`src/rtl/pipeline_hazard_controller_if.sv`:
```
// Decode/execute hazard-control bundle shared between the pipeline datapath
// and the hazard controller.
interface pipeline_hazard_controller_if;
  logic        valid_Decode;
  logic [4:0]  rs1_Decode;
  logic        rs1_used_Decode;
  logic [4:0]  rs2_Decode;
  logic        rs2_used_Decode;
  logic [4:0]  writeback_Reg_Decode;
  logic        reg_wEn_Decode;
  logic        next_PC_select_Execute;
  logic        PC_hold;
  logic        STALL_FD;
  logic        DUMP_FD;
  logic        DUMP_DE;
  logic        flush_active;
  logic [15:0] stall_count;
  logic [15:0] flush_count;

  modport master (
    output valid_Decode, rs1_Decode, rs1_used_Decode, rs2_Decode, rs2_used_Decode,
           writeback_Reg_Decode, reg_wEn_Decode, next_PC_select_Execute,
    input  PC_hold, STALL_FD, DUMP_FD, DUMP_DE, flush_active, stall_count, flush_count
  );

  modport slave (
    input  valid_Decode, rs1_Decode, rs1_used_Decode, rs2_Decode, rs2_used_Decode,
           writeback_Reg_Decode, reg_wEn_Decode, next_PC_select_Execute,
    output PC_hold, STALL_FD, DUMP_FD, DUMP_DE, flush_active, stall_count, flush_count
  );
endinterface

```
`src/rtl/pipeline_hazard_controller.sv`:
```
// Stall/flush sequencer for the 5-stage pipeline: RAW scoreboard without
// forwarding, redirect flush FSM and saturating stall/flush counters.
module pipeline_hazard_controller #(
  parameter int WB_LATENCY   = 3,
  parameter int FLUSH_CYCLES = 1
) (
  input logic                          clock,
  input logic                          reset,
  pipeline_hazard_controller_if.slave  hz
);

  typedef enum logic {RUN, FLUSH} state_t;

  state_t                       state;
  logic [2:0]                   fcnt;
  logic [WB_LATENCY-1:0]        sb_valid;
  logic [WB_LATENCY-1:0][4:0]   sb_rd;
  logic [15:0]                  stall_count_q;
  logic [15:0]                  flush_count_q;
  logic                         rs1_match;
  logic                         rs2_match;
  logic                         hazard;
  logic                         redirect;
  logic                         flush_now;
  logic                         issue;

  // The oldest entry is still compared: its regfile write only lands at the edge.
  always_comb begin
    rs1_match = 1'b0;
    rs2_match = 1'b0;
    for (int i = 0; i < WB_LATENCY; i++) begin
      if (sb_valid[i] && (sb_rd[i] == hz.rs1_Decode)) rs1_match = 1'b1;
      if (sb_valid[i] && (sb_rd[i] == hz.rs2_Decode)) rs2_match = 1'b1;
    end
  end

  assign hazard = hz.valid_Decode &
                  ((hz.rs1_used_Decode & (hz.rs1_Decode != 5'd0) & rs1_match) |
                   (hz.rs2_used_Decode & (hz.rs2_Decode != 5'd0) & rs2_match));
  assign redirect  = (state == RUN) & hz.next_PC_select_Execute;
  assign flush_now = (state == FLUSH) | redirect;
  assign issue     = hz.valid_Decode & hz.reg_wEn_Decode &
                     (hz.writeback_Reg_Decode != 5'd0) & ~hazard & ~flush_now;

  always_comb begin
    hz.PC_hold  = 1'b0;
    hz.STALL_FD = 1'b0;
    hz.DUMP_FD  = 1'b0;
    hz.DUMP_DE  = 1'b0;
    if (reset || flush_now) begin
      hz.DUMP_FD = 1'b1;
      hz.DUMP_DE = 1'b1;
    end else if (hazard) begin
      hz.PC_hold  = 1'b1;
      hz.STALL_FD = 1'b1;
      hz.DUMP_DE  = 1'b1;
    end
  end

  assign hz.flush_active = (state == FLUSH);
  assign hz.stall_count  = stall_count_q;
  assign hz.flush_count  = flush_count_q;

  // During FLUSH execute holds a bubble, so a repeated redirect is ignored.
  always_ff @(posedge clock) begin
    if (reset) begin
      state         <= RUN;
      fcnt          <= 3'd0;
      sb_valid      <= '0;
      sb_rd         <= '0;
      stall_count_q <= 16'd0;
      flush_count_q <= 16'd0;
    end else begin
      for (int i = 1; i < WB_LATENCY; i++) begin
        sb_valid[i] <= sb_valid[i-1];
        sb_rd[i]    <= sb_rd[i-1];
      end
      sb_valid[0] <= issue;
      sb_rd[0]    <= issue ? hz.writeback_Reg_Decode : 5'd0;

      case (state)
        RUN: begin
          if (redirect && (FLUSH_CYCLES > 1)) begin
            state <= FLUSH;
            fcnt  <= 3'(FLUSH_CYCLES - 1);
          end
        end
        FLUSH: begin
          fcnt <= fcnt - 3'd1;
          if (fcnt == 3'd1) state <= RUN;
        end
        default: state <= RUN;
      endcase

      if (hazard && !flush_now && (stall_count_q != 16'hFFFF))
        stall_count_q <= stall_count_q + 16'd1;
      if (redirect && (flush_count_q != 16'hFFFF))
        flush_count_q <= flush_count_q + 16'd1;
    end
  end

endmodule

```
`src/flat_wrapper.sv`:
```
// flat-port wrapper written by rule: the top's interface ports become plain ports
module pipeline_hazard_controller_flat 
#(
  parameter int WB_LATENCY   = 3,
  parameter int FLUSH_CYCLES = 1
)
  (clock, reset, hz_valid_Decode, hz_rs1_Decode, hz_rs1_used_Decode, hz_rs2_Decode, hz_rs2_used_Decode, hz_writeback_Reg_Decode, hz_reg_wEn_Decode, hz_next_PC_select_Execute, hz_PC_hold, hz_STALL_FD, hz_DUMP_FD, hz_DUMP_DE, hz_flush_active, hz_stall_count, hz_flush_count);
  pipeline_hazard_controller_if hz_i ();
  input logic clock;
  input logic reset;
  input wire logic [$bits(hz_i.valid_Decode)-1:0] hz_valid_Decode;
  input wire logic [$bits(hz_i.rs1_Decode)-1:0] hz_rs1_Decode;
  input wire logic [$bits(hz_i.rs1_used_Decode)-1:0] hz_rs1_used_Decode;
  input wire logic [$bits(hz_i.rs2_Decode)-1:0] hz_rs2_Decode;
  input wire logic [$bits(hz_i.rs2_used_Decode)-1:0] hz_rs2_used_Decode;
  input wire logic [$bits(hz_i.writeback_Reg_Decode)-1:0] hz_writeback_Reg_Decode;
  input wire logic [$bits(hz_i.reg_wEn_Decode)-1:0] hz_reg_wEn_Decode;
  input wire logic [$bits(hz_i.next_PC_select_Execute)-1:0] hz_next_PC_select_Execute;
  output wire logic [$bits(hz_i.PC_hold)-1:0] hz_PC_hold;
  output wire logic [$bits(hz_i.STALL_FD)-1:0] hz_STALL_FD;
  output wire logic [$bits(hz_i.DUMP_FD)-1:0] hz_DUMP_FD;
  output wire logic [$bits(hz_i.DUMP_DE)-1:0] hz_DUMP_DE;
  output wire logic [$bits(hz_i.flush_active)-1:0] hz_flush_active;
  output wire logic [$bits(hz_i.stall_count)-1:0] hz_stall_count;
  output wire logic [$bits(hz_i.flush_count)-1:0] hz_flush_count;
  assign hz_i.valid_Decode = hz_valid_Decode;
  assign hz_i.rs1_Decode = hz_rs1_Decode;
  assign hz_i.rs1_used_Decode = hz_rs1_used_Decode;
  assign hz_i.rs2_Decode = hz_rs2_Decode;
  assign hz_i.rs2_used_Decode = hz_rs2_used_Decode;
  assign hz_i.writeback_Reg_Decode = hz_writeback_Reg_Decode;
  assign hz_i.reg_wEn_Decode = hz_reg_wEn_Decode;
  assign hz_i.next_PC_select_Execute = hz_next_PC_select_Execute;
  assign hz_PC_hold = hz_i.PC_hold;
  assign hz_STALL_FD = hz_i.STALL_FD;
  assign hz_DUMP_FD = hz_i.DUMP_FD;
  assign hz_DUMP_DE = hz_i.DUMP_DE;
  assign hz_flush_active = hz_i.flush_active;
  assign hz_stall_count = hz_i.stall_count;
  assign hz_flush_count = hz_i.flush_count;
  pipeline_hazard_controller #(.WB_LATENCY(WB_LATENCY), .FLUSH_CYCLES(FLUSH_CYCLES)) u_core (.clock(clock), .reset(reset), .hz(hz_i));
endmodule
```
`config.mk`:
```
export PLATFORM = sky130hd
export DESIGN_NAME = pipeline_hazard_controller_flat
export DESIGN_NICKNAME = d
export VERILOG_FILES = /design/src/rtl/pipeline_hazard_controller_if.sv /design/src/rtl/pipeline_hazard_controller.sv /design/src/flat_wrapper.sv
export SDC_FILE = /design/constraint.sdc
export NUM_CORES = 1
export LEC_CHECK = 0
export ABC_AREA = 1
export CELL_PAD_IN_SITES_DETAIL_PLACEMENT = 0
export CELL_PAD_IN_SITES_GLOBAL_PLACEMENT = 1
export CORE_MARGIN = 2
export CORE_UTILIZATION = 47
export CTS_CLUSTER_DIAMETER = 80
export DETAILED_ROUTE_END_ITERATION = 10
export DONT_BUFFER_PORTS = 1
export PLACE_DENSITY = 0.8
export RECOVER_POWER = 50
export SLEW_MARGIN = 40
export SYNTH_ARGS = -nofsm -noshare
export SYNTH_HDL_FRONTEND = slang
export SYNTH_SLANG_ARGS = --single-unit
```
`constraint.sdc`:
```
create_clock -name clock -period 2.6 [get_ports clock]
set_clock_uncertainty 0.1 [all_clocks]
set_input_delay 0.52 -clock clock [delete_from_list [all_inputs] [get_ports clock]]
set_output_delay 0.52 -clock clock [all_outputs]
set_load 0.005 [all_outputs]
```
; Yosys cells after proc, flatten, opt, wreduce, memory -nomap -nowiden
; Index checks and enable logic that the tools add are counted.
[op_classes]
muxes = 11
n_bitwise = 16
eq_ne = 9
n_reduce_logical = 16
add_sub_neg = 3
[ops]
columns = cell, count
row1 = $add 16x1->16 const B, 2
row2 = $ne 16x16->1 const B, 2
row3 = $eq 5x5->1, 6
row4 = $reduce_bool 5->1, 3
row5 = $mux 1, 11
row6 = $and 1x1->1, 10
row7 = $logic_and 1x1->1, 9
row8 = $not 1->1, 4
row9 = $reduce_or 2->1, 2
row10 = $eq 3x1->1 const B, 1
row11 = $sub 3x1->3 const B, 1
row12 = $or 1x1->1, 2
row13 = $logic_not 1->1, 1
row14 = $logic_or 1x1->1, 1
[word_totals]
output_inout_bits = 37
regBits = 54

; Longest topological paths before layout
; Gate-level depths: netlist (run 1).
[depth]
ltp_word = 13
ltp_mapped = 13
depth_no_buf = 12

; Worst setup path after synthesis (run 1)
; OpenSTA, ideal clock, no wires.
[synth_timing]
kind = input -> output
startpoint = input port hz_rs2_Decode[4]
endpoint = output port hz_STALL_FD
required_ns = 1.980
arrival_ns = 1.602
cell_stages = 11
slack_ns = 0.378
path_cell_list = inv_1 > nand2_1 > nand2_1 > nor2_1 > nand3_1 > nand3_2 > nand2_2 > nand2_4 > nand2_1 > nor4_1 > buf_4
[synth_via]
elab_chain_cells = 10
[synth_lines]
columns = element, line
row1 = start: declaration, flat_wrapper.sv:14  ; input wire logic [$bits(hz_i.rs2_Decode)-1:0] hz_rs2_Decode;
row2 = $eq 5x5->1, pipeline_hazard_controller.sv:33  ; if (sb_valid[i] && (sb_rd[i] == hz.rs2_Decode)) rs2_match = 1'b1;
row3 = $logic_and 1x1->1, pipeline_hazard_controller.sv:33
row4 = $mux 1 (3 in series), pipeline_hazard_controller.sv:33
row5 = $and 1x1->1 (*), pipeline_hazard_controller.sv:39  ; (hz.rs2_used_Decode & (hz.rs2_Decode != 5'd0) & rs2_match));
row6 = $or 1x1->1 (*), pipeline_hazard_controller.sv:38  ; ((hz.rs1_used_Decode & (hz.rs1_Decode != 5'd0) & rs1_match) |
row7 = $and 1x1->1 (*), pipeline_hazard_controller.sv:37  ; assign hazard = hz.valid_Decode &
row8 = $mux 1 (*) (2 in series), -
row9 = end: declaration, flat_wrapper.sv:20  ; output wire logic [$bits(hz_i.STALL_FD)-1:0] hz_STALL_FD;
; Mark *: on every way between the ends. The rest lies on a longest branch, timed or not.

; Worst setup path in the final report (run 1)
[layout_timing]
startpoint = register u_core.sb_rd[1] (netlist bit)
endpoint = output port hz_PC_hold
[layout_via]
elab_chain_cells = 10
[layout_lines]
columns = element, line
row1 = start: declaration, pipeline_hazard_controller.sv:17  ; logic [WB_LATENCY-1:0][4:0] sb_rd;
row2 = start signal: indexed assignment, pipeline_hazard_controller.sv:76  ; sb_rd[i] <= sb_rd[i-1];
row3 = $eq 5x5->1 (on tied branches), "pipeline_hazard_controller.sv:32, pipeline_hazard_controller.sv:33"
row4 = $logic_and 1x1->1 (on tied branches), "pipeline_hazard_controller.sv:32, pipeline_hazard_controller.sv:33"
row5 = $mux 1 (on tied branches) (3 in series), "pipeline_hazard_controller.sv:32, pipeline_hazard_controller.sv:33"
row6 = $and 1x1->1 (on tied branches), "pipeline_hazard_controller.sv:38, pipeline_hazard_controller.sv:39"
row7 = $or 1x1->1 (*), pipeline_hazard_controller.sv:38
row8 = $and 1x1->1 (*), pipeline_hazard_controller.sv:37
row9 = $mux 1 (*), pipeline_hazard_controller.sv:53  ; end else if (hazard) begin
row10 = $mux 1 (*), pipeline_hazard_controller.sv:50  ; if (reset || flush_now) begin
row11 = end: declaration, flat_wrapper.sv:19  ; output wire logic [$bits(hz_i.PC_hold)-1:0] hz_PC_hold;
; Marked as above.

==> summary.md, run 1 <==
| Metric | Value |
|---|---|
| Status | finished, final reports clean |
| Leading cell types in the layout, fill and taps excluded | 132 x nand2_1, 82 x nor2_1, 81 x inv_1 |
| Post-synthesis cell count | just under 500 |
| Final period utilization | 0.916 |
| Worst r2r src | u_core.hz.stall_count[0]$_SDFFE_PP0P_ |
| Root Driver | clkbuf_8 |
| Worst slew pin tran | 0.618 ns |
| Worst hold margin | around 0.18 ns |
| Hold path cells | 1 |
| Min-delay src | reset |
| Non-Filler Instances | 575 |
| Die width | about 86 µm |
| Static Leak | roughly 1.5 nW |
| Post-place setup slack | ~0.42 ns |
| Max stage delay on crit path | roughly 0.38 ns |
| Worst path required time | just under 2 ns |
| CP Launch Type | flip-flop |
| Placed cell count | 568 |
| Core Region | roughly 6400 µm² |
| Total power | around 1.5 mW |
| Metal-1 WL | between 3000 and 4000 µm |
| Post-synth cell types | 33 |
| First-pass iteration count of the detailed router | 4 |
| Layout Utilization | 0.520 |
| Setup_tns | 0 ns |
| Period minus WS final | around 2.4 ns |
| Clk slew on worst S/H paths | approximately 0.10 ns |
| Rel. slew slack | 0.588 |
| RSZ-0062 raised after global routing | no |
| Async set-reset flop share out of synthesis | 0 |
| Number of DRC violations after detailed-routing iteration 0 | 161 |
| Antenna-violating nets left | 0 |
| Share of cells above drive strength 1 | 0.0783 |
| Total GRT Usage | 0.213 |
| Max clock buf depth | 2 |
| Routed met3 length | 464 µm |
| Ys Warns | 0 |
| Syn Area/Cell | around 6.3 µm² |
| Initial core utilization | 0.491 |
| Vias per inst | 5.04 |
| Initial antenna violation count | 0 |
| Largest net degree at the start of global routing | 34 |
| DIE AREA | roughly 7300 µm² |
| Buffers on Ports | 0 |
| Final setup fails | 0 |
| Slowest cell on crit path | dfxtp_1 |
| Worst VDD drop | between 200 and 250 µV |
| Total CTS buffers | 5 |
| Maximum achievable frequency | between 0.4 and 0.5 GHz |
| Largest fanout on the critical path | 3 |
| DP Wirelength | ~5700 µm |
| Global-route wire length before repair | 12600 µm |
| Critical path class | flip-flop to output port |
| Post-synthesis sequential area ratio | 0.345 |
| Drt wl/cell | ~13 µm |
| Syn_nets | approximately 520 |
| H-tree levels | 2 |
| Uppermost layer routed | met4 |
| Max Cap Viol | 0 |
| Grt ovf | 0 |
| NumNets Final | about 520 |
| Area after DPL | 3210 µm² |
| Mapped cell area | between 3000 and 4000 µm² |
| Ys flop type | dfxtp_1 |
| # rows | 29 |
| CTS tree | done |
| Crit-path cells | inv_1, nand2_1, nand2_1, nor2_1, nand3_1, nand3_2, nand2_2, nand2_4, nand2_1, nor4_2, buf_4 |
| Drt drc | 0 |
| PD cells | between 400 and 500 nW/µm² |
| Most used cell, CP | nand2_1 |
| Total wire length | between 7000 and 8000 µm |
| Final hold viol count | 0 |
| Clock Sinks | 54 |
| Worst-skew pair later-pin latency | ~0.31 ns |
| Fin. max-slew vios | 0 |
| Reg2Reg Setup Slack | 0.66 ns |
| N_diodes | 0 |
| Number of global-route vias before repair | between 2000 and 3000 |
| Yosys reg bits | 54 |
| Die Span Y | ~86 µm |
| Hold path endpoint | u_core.sb_rd[6]$_SDFF_PP0_ |
| Met2 Wirelength | 3370 µm |
| Area Growth Syn to Fin | 5.86% |
| Total number of vias | 2899 |
| Setup WS post-layout | about 0.22 ns |
| Worst Reg-to-Reg Cells | 9 |
| Worst hold path class | primary input to flip-flop |
| Post-synth EDFFs | 0 |
| Post-Layout Inst Area | between 3000 and 4000 µm² |
| RePlAce Congestion | around 0.91 |
| Crit. End Element | output port |
| Most common cell after layout, fill and taps aside | nand2_1 |
| I/O pins | between 50 and 60 |
| FF-to-FF End | u_core.hz.stall_count[8]$_SDFFE_PP0P_ |
| Worst Path Arrival | 1.76 ns |
flip-flops by register name, indices dropped and copies added (netlist names):
signal	count
u_core.hz.stall_count	16
u_core.hz.flush_active	1
u_core.sb_rd	15
u_core.hz.flush_count	16
u_core.sb_valid	3
u_core.fcnt	3
cell type report:
cell class	count	area, µm²
fill	703	3070
clock inverter	1	30.0
multi-input combinational	341	1660
clock buffer	6	82.6
tap	77	96.3
inverter	92	348
sequential	54	1080
timing repair buffer	4	26.3
where the power goes:
group	total, mW	leakage, nW	internal, mW	switching, mW
Sequential	0.842	0.436	0.833	0.00830
Combinational	0.0886	0.965	0.0332	0.0554
Clock	0.591	0.0573	0.309	0.282
worst max-delay path, delay by kind of cell, from the launching register on:
kind,cells,cell delay [ns]
and+or+nand+nor,9,0.82
DFF,1,0.38
buffers and inverters,2,0.26
cells in the mapped netlist (2+ instances only):
cell type	instances	area, µm²
nand3_1	22	110
o21ai_1	2	10.0
nor2_2	2	12.5
o21ai_0	13	65.1
ha_1	4	50.1
a21oi_1	16	80.1
nor2_1	82	308
inv_2	10	37.5
nor3_2	2	20.0
nand2_1	132	495
nand4_1	18	113
nand4_2	2	25.0
nand2_2	3	18.8
dfxtp_1	54	1080
nand3_2	3	30.0
nand2_4	2	22.5
inv_1	81	304
clkbuf_1	4	15.0
xor2_1	7	61.3
buf_2	3	15.0
nor4_1	3	18.8
o21bai_1	11	82.6
and3_1	2	12.5
a211oi_1	2	15.0
nor3_1	8	40.0
cell families (layout without fill, tap and decap cells):
logic type               Yosys count  after routing  share of synthesized area
flip-flops                        54             54                      0.345
AND/OR/NAND/NOR                  284            284                      0.403
AO/OA/AOI/OAI                     46             46                     0.0874
adder cells (fa/ha/maj)            4              4                     0.0160
buffers and inverters            101            103                      0.129
XOR/XNOR                           7              7                     0.0195
worst max path at each step:
stage | startpoint | end | slack, ns | cells after the start
floorplan | hz_rs2_Decode[4] | hz_STALL_FD | 0.38 | 11
global placement | hz_rs1_Decode[1] | hz_PC_hold | 0.33 | 11
detailed placement | hz_rs2_Decode[1] | hz_PC_hold | 0.42 | 11
CTS | u_core.sb_rd[1]$_SDFF_PP0_ | hz_PC_hold | 0.16 | 11
global route | u_core.sb_rd[1]$_SDFF_PP0_ | hz_STALL_FD | 0.04 | 11
finish | u_core.sb_rd[1]$_SDFF_PP0_ | hz_PC_hold | 0.22 | 11
routing by layer:
layer | up-vias | global-route usage
li1 | 1542 | -
met1 | 1287 | 0.294
met2 | 61 | 0.331
met3 | 9 | 0.0587
met4 | 0 | 0.0519
met5 | - | 0
what timing repair did:
item                                    4_1_cts  5_1_grt
buffers inserted                              0        0
endpoints found under the setup margin        0        2
resized for setup                             0        1
hold buffers                                  0        0
Note: power is estimated with default switching activity, not from simulation.
==> run 2, diff against run 1 <==
--- a/config.mk
+++ b/config.mk
@@ -15,6 +15,7 @@
 export DONT_BUFFER_PORTS = 1
 export PLACE_DENSITY = 0.8
 export RECOVER_POWER = 50
+export REMOVE_ABC_BUFFERS = 1
 export SLEW_MARGIN = 40
 export SYNTH_ARGS = -nofsm -noshare
 export SYNTH_HDL_FRONTEND = slang
==> summary.md, run 2 (same netlist as run 1, synthesis figures left out) <==
| Metric | Value |
|---|---|
| Clock Sinks | 54 (unchanged) |
| Net switching power | 0.341 mW (was 0.346 mW) |
| Period minus WS final | 2.37 ns (was 2.38 ns) |
| Max Cap Viol | 0 (unchanged) |
| Total number of vias | 2902 (was 2899) |
| CP Launch Type | flip-flop (unchanged) |
| Number of DRC violations after detailed-routing iteration 0 | 66 (was 161) |
| Worst VDD drop | 228 µV (was 235 µV) |
| RePlAce Congestion | 0.892 (was 0.913) |
| I/O pins | 59 (unchanged) |
| Drt wl/cell | 13.0 µm (was 13.1 µm) |
| Most used cell, CP | nand2_1 (unchanged) |
| # Post-CTS Setup Buffers | 0 (unchanged) |
| Die Span Y | 85.7 µm (unchanged) |
| NumNets Final | 524 (unchanged) |
| DIE AREA | 7340 µm² (unchanged) |
| Die width | 85.7 µm (unchanged) |
| Grt ovf | 0 (unchanged) |
| Worst path required time | 1.98 ns (about the same) |
| Post-place setup slack | 0.321 ns (was 0.417 ns) |
| N_diodes | 0 (unchanged) |
| Cts repair resizes | 0 (unchanged) |
| Switch share | 0.231 (was 0.227) |
| Total wire length | 7480 µm (was 7550 µm) |
| Fillers | 675 (was 703) |
| Clock network fraction of total power | 0.369 (was 0.388) |
| DP Wirelength | 5680 µm (was 5710 µm) |
| Setup_tns | 0 ns (unchanged) |
| Initial core utilization | 0.491 (unchanged) |
| Worst slew pin tran | 0.472 ns (was 0.618 ns) |
| Combinational share of power | 0.061 (was 0.058) |
| Internal power | 1.14 mW (was 1.18 mW) |
| Layout Utilization | 0.520 (about the same) |
| Vias per inst | 5.04 (about the same) |
| Rel. slew slack | 0.682 (was 0.588) |
| Area Growth Syn to Fin | 5.94% (was 5.86%) |
| # rows | 29 (unchanged) |
| Maximum achievable frequency | 0.421 GHz (was 0.420 GHz) |
| H-tree levels | 2 (unchanged) |
| Status | finished, final reports clean (unchanged) |
| Reg power frac | 0.569 (was 0.553) |
| Slowest cell on crit path | dfxtp_1 (unchanged) |
| Max clock buf depth | 2 (unchanged) |
| Total GRT Usage | 0.213 (about the same) |
| Multi-input logic area | 1660 µm² (unchanged) |
| Leading cell types in the layout, fill and taps excluded | 132 x nand2_1, 82 x nor2_1, 81 x inv_1 (unchanged) |
| Most common cell after layout, fill and taps aside | nand2_1 (unchanged) |
| Crit-path cells | inv_1, nand2_1, nand2_1, nor2_1, nand3_1, nand3_1, nand2_1, nand2_4, nand2_1, nor4_2, buf_4 (was inv_1, nand2_1, nand2_1, nor2_1, nand3_1, nand3_2, nand2_2, nand2_4, nand2_1, nor4_2, buf_4) |
| Final setup fails | 0 (unchanged) |
| Root Driver | clkbuf_8 (unchanged) |
| Core Region | 6390 µm² (unchanged) |
| Reg area | 1080 µm² (about the same) |
| Total CTS buffers | 5 (unchanged) |
| Worst Path Arrival | 1.75 ns (was 1.76 ns) |
| First-pass iteration count of the detailed router | 4 (unchanged) |
| CTS tree | done (unchanged) |
| Largest net degree at the start of global routing | 34 (unchanged) |
| Initial antenna violation count | 0 (unchanged) |
| Critical path class | flip-flop to output port (unchanged) |
| Drt drc | 0 (unchanged) |
| Crit. End Element | output port (unchanged) |
| Fin. max-slew vios | 0 (unchanged) |
| Number of global-route vias before repair | 2791 (was 2674) |
| Clk slew on worst S/H paths | 0.09 ns (was 0.10 ns) |
| Share of cells above drive strength 1 | 0.0842 (was 0.0783) |
| Global-route wire length before repair | 12700 µm (was 12600 µm) |
| Final hold viol count | 0 (unchanged) |
| PD cells | 445 nW/µm² (was 458 nW/µm²) |
| Worst hold path class | primary input to flip-flop (unchanged) |
| Antenna-violating nets left | 0 (unchanged) |
| RSZ-0062 raised after global routing | no (unchanged) |
| Max stage delay on crit path | 0.37 ns (was 0.38 ns) |
| Setup WS post-layout | 0.226 ns (was 0.219 ns) |
| Buffers on Ports | 0 (unchanged) |
| Largest fanout on the critical path | 3 (unchanged) |
| Worst-skew pair later-pin latency | 0.31 ns (about the same) |
| Worst hold margin | 0.173 ns (was 0.183 ns) |
| Static Leak | 1.46 nW (about the same) |
| Hold-fix buffers at CTS | 0 (unchanged) |
| Final period utilization | 0.913 (was 0.916) |
==> run 2: cell types whose count changed in the layout (fill, tap and decap cells not counted), sizes merged <==
cell    change
buf         +1
bufinv      -1
clkbuf      +1
==> run 2: worst paths after layout <==
path,startpoint,end,slack [ns],depth (start not counted)
hold / removal,reset,u_core.hz.flush_count[7]$_SDFFE_PP0P_,0.17,1
hold reg to reg,u_core.sb_valid[0]$_SDFF_PP0_,u_core.sb_valid[1]$_SDFF_PP0_,0.34,2
setup reg to reg,u_core.hz.stall_count[1]$_SDFFE_PP0P_,u_core.hz.stall_count[8]$_SDFFE_PP0P_,0.69,9
setup / recovery,u_core.sb_rd[1]$_SDFF_PP0_,hz_PC_hold,0.23,11
==> run 2: metal layers <==
layer  up-vias  track usage  share of wire
met5         -            0              0
met4         0       0.0649          0.016
met3        11       0.0577          0.061
met2        66        0.339           0.45
met1      1279        0.281           0.48
li1       1546            -              -
==> run 2: worst max-delay path: cells and delay by family (launching register included) <==
family        cells  cell delay, ns
simple gates      9            0.82
flops             1            0.37
buf+inv           2            0.25
==> run 2: final cells by class <==
type	instances	share of cell area
well taps	77	0.0290
clock buffers	8	0.0331
multi-input cells	341	0.498
repair buffers	4	0.00904
flip-flops and latches	54	0.326
inverters	92	0.105
==> run 2: stage by stage <==
step	cells	total power, mW	instance area, µm²
final	576	1.48	3320
after global routing	576	1.54	3320
after CTS	576	1.50	3320
after detailed placement	568	0.951	3210
after global placement	568	0.951	3210
after floorplan	487	0.928	3080
==> run 2: power by group through the flow <==
stage | combinational, mW | clock, mW | sequential (mW)
after detailed placement | 0.0902 | 0 | 0.861
after floorplan | 0.0696 | 0 | 0.858
final | 0.0905 | 0.546 | 0.841
after CTS | 0.0906 | 0.565 | 0.841
after global placement | 0.0902 | 0 | 0.861
after global routing | 0.104 | 0.597 | 0.843
==> run 3, diff against run 2 <==
--- a/config.mk
+++ b/config.mk
@@ -9,11 +9,11 @@
 export CELL_PAD_IN_SITES_DETAIL_PLACEMENT = 0
 export CELL_PAD_IN_SITES_GLOBAL_PLACEMENT = 1
 export CORE_MARGIN = 2
-export CORE_UTILIZATION = 47
+export CORE_UTILIZATION = 35
 export CTS_CLUSTER_DIAMETER = 80
 export DETAILED_ROUTE_END_ITERATION = 10
 export DONT_BUFFER_PORTS = 1
-export PLACE_DENSITY = 0.8
+export PLACE_DENSITY = 0.62
 export RECOVER_POWER = 50
 export REMOVE_ABC_BUFFERS = 1
 export SLEW_MARGIN = 40
==> summary.md, run 3 (same netlist as run 1, synthesis figures left out) <==
| Metric | Value |
|---|---|
| H-tree levels | 2 (unchanged) |
| DP Wirelength | 6140 µm (was 5680 µm) |
| Layout Utilization | 0.388 (was 0.520) |
| Fin. max-slew vios | 0 (unchanged) |
| Crit. End Element | output port (unchanged) |
| Metal-1 WL | 3900 µm (was 3560 µm) |
| Drt wl/cell | 13.2 µm (was 13.0 µm) |
| Static Leak | 1.47 nW (was 1.46 nW) |
| Total GRT Usage | 0.167 (was 0.213) |
| Worst Path Arrival | 1.85 ns (was 1.75 ns) |
| Non-Filler Instances | 607 (was 576) |
| N_diodes | 0 (unchanged) |
| Largest net degree at the start of global routing | 34 (unchanged) |
| CP Launch Type | flip-flop (unchanged) |
| Crit-path cells | inv_1, nand2_1, nand2_1, nor2_1, nand3_1, nand3_2, nand2_2, nand2_4, nand2_4, nor4_4, buf_4 (was inv_1, nand2_1, nand2_1, nor2_1, nand3_1, nand3_1, nand2_1, nand2_4, nand2_1, nor4_2, buf_4) |
| Worst VDD drop | 236 µV (was 228 µV) |
| Placed cell count | 599 (was 568) |
| Clk slew on worst S/H paths | 0.10 ns (was 0.09 ns) |
| Reg power frac | 0.551 (was 0.569) |
| Post-Layout Inst Area | 3380 µm² (was 3320 µm²) |
| Worst hold path class | primary input to flip-flop (unchanged) |
| Worst-skew pair later-pin latency | 0.31 ns (about the same) |
| CP top delay family | simple AND/OR/NAND/NOR gates (unchanged) |
| Area after DPL | 3240 µm² (was 3210 µm²) |
| Vias per inst | 4.74 (was 5.04) |
| Multi-input logic area | 1670 µm² (was 1660 µm²) |
| Rel. slew slack | 0.635 (was 0.682) |
| Max stage delay on crit path | 0.38 ns (was 0.37 ns) |
| Total power | 1.53 mW (was 1.48 mW) |
| Area Growth Syn to Fin | 7.86% (was 5.94%) |
| NumNets Final | 524 (unchanged) |
| Reg area | 1080 µm² (about the same) |
| # Post-CTS Setup Buffers | 0 (unchanged) |
| Die width | 98.7 µm (was 85.7 µm) |
| Critical path class | flip-flop to output port (unchanged) |
| RePlAce Congestion | 0.822 (was 0.892) |
| Fillers | 972 (was 675) |
| Slowest cell on crit path | dfxtp_1 (unchanged) |
| Total CTS buffers | 5 (unchanged) |
| Grt ovf | 0 (unchanged) |
| Buffers on Ports | 0 (unchanged) |
| Uppermost layer routed | met4 (unchanged) |
| Buf/Inv on CP | 2 (unchanged) |
| I/O pins | 59 (unchanged) |
| Final period utilization | 0.950 (was 0.913) |
| Status | finished, final reports clean (unchanged) |
| Number of global-route vias before repair | 2773 (was 2791) |
| Initial core utilization | 0.360 (was 0.491) |
| Switch share | 0.242 (was 0.231) |
| Routed met3 length | 509 µm (was 455 µm) |
| Drt drc | 0 (unchanged) |
| Worst slew pin tran | 0.543 ns (was 0.472 ns) |
| Worst path required time | 1.98 ns (about the same) |
| Total wire length | 7990 µm (was 7480 µm) |
| Root Driver | clkbuf_8 (unchanged) |
| Cts repair resizes | 0 (unchanged) |
| Antenna-violating nets left | 0 (unchanged) |
| Max clock buf depth | 2 (unchanged) |
| Period minus WS final | 2.47 ns (was 2.37 ns) |
| Die Span Y | 98.7 µm (was 85.7 µm) |
| Global-route wire length before repair | 13400 µm (was 12700 µm) |
| Max Cap Viol | 0 (unchanged) |
| DIE AREA | 9740 µm² (was 7340 µm²) |
| Clock network fraction of total power | 0.389 (was 0.369) |
| Clock Sinks | 54 (unchanged) |
| Share of cells above drive strength 1 | 0.0902 (was 0.0842) |
| Final hold viol count | 0 (unchanged) |
| Largest fanout on the critical path | 3 (unchanged) |
| Met2 Wirelength | 3490 µm (was 3340 µm) |
| PD cells | 451 nW/µm² (was 445 nW/µm²) |
| Setup_tns | 0 ns (unchanged) |
| Total number of vias | 2876 (was 2902) |
| Final setup fails | 0 (unchanged) |
| Most common cell after layout, fill and taps aside | nand2_1 (unchanged) |
| First-pass iteration count of the detailed router | 4 (unchanged) |
| # rows | 34 (was 29) |
| Leading cell types in the layout, fill and taps excluded | 131 x nand2_1, 82 x nor2_1, 81 x inv_1 (was 132 x nand2_1, 82 x nor2_1, 81 x inv_1) |
| Setup WS post-layout | 0.131 ns (was 0.226 ns) |
| Hold-fix buffers at CTS | 0 (unchanged) |
| Combinational share of power | 0.060 (was 0.061) |
| Worst hold margin | 0.171 ns (was 0.173 ns) |
| Number of DRC violations after detailed-routing iteration 0 | 74 (was 66) |
| Maximum achievable frequency | 0.405 GHz (was 0.421 GHz) |
| CTS tree | done (unchanged) |
| Net switching power | 0.370 mW (was 0.341 mW) |
| Core Region | 8720 µm² (was 6390 µm²) |
| Post-place setup slack | 0.331 ns (was 0.321 ns) |
| Initial antenna violation count | 0 (unchanged) |
| Internal power | 1.16 mW (was 1.14 mW) |
[run 3: path summary, 6_finish.rpt]
| kind | start | end | slack [ns] | cells past startpoint |
|---|---|---|---|---|
| worst max-delay path | u_core.sb_rd[13]$_SDFF_PP0_ | hz_STALL_FD | 0.13 | 11 |
| worst min-delay path | reset | u_core.hz.flush_active$_SDFF_PP0_ | 0.17 | 1 |
| worst max register to register | u_core.hz.stall_count[0]$_SDFFE_PP0P_ | u_core.hz.stall_count[8]$_SDFFE_PP0P_ | 0.69 | 9 |
| worst min register to register | u_core.sb_valid[0]$_SDFF_PP0_ | u_core.sb_valid[1]$_SDFF_PP0_ | 0.36 | 2 |
[run 3: final cells by class]
| class | count | area share |
|---|---|---|
| Multi-Input combinational cell | 341 | 0.494 |
| Timing Repair Buffer | 4 | 0.00888 |
| Clock buffer | 5 | 0.0203 |
| Sequential cell | 54 | 0.321 |
| Tap cell | 108 | 0.0399 |
| Clock inverter | 3 | 0.0129 |
| Inverter | 92 | 0.103 |
[run 3: power groups by stage]
stage	combinational [mW]	sequential (mW)	clock, mW
floorplan	0.0696	0.858	0
global placement	0.0919	0.861	0
detailed placement	0.0908	0.861	0
CTS	0.0917	0.842	0.622
global route	0.104	0.844	0.653
finish	0.0909	0.842	0.594
[run 3: metal layers]
layer  up-vias  track usage
met1      1262        0.220
met2        61        0.271
met3         8       0.0461
li1       1545            -
met4         0       0.0432
met5         -            0
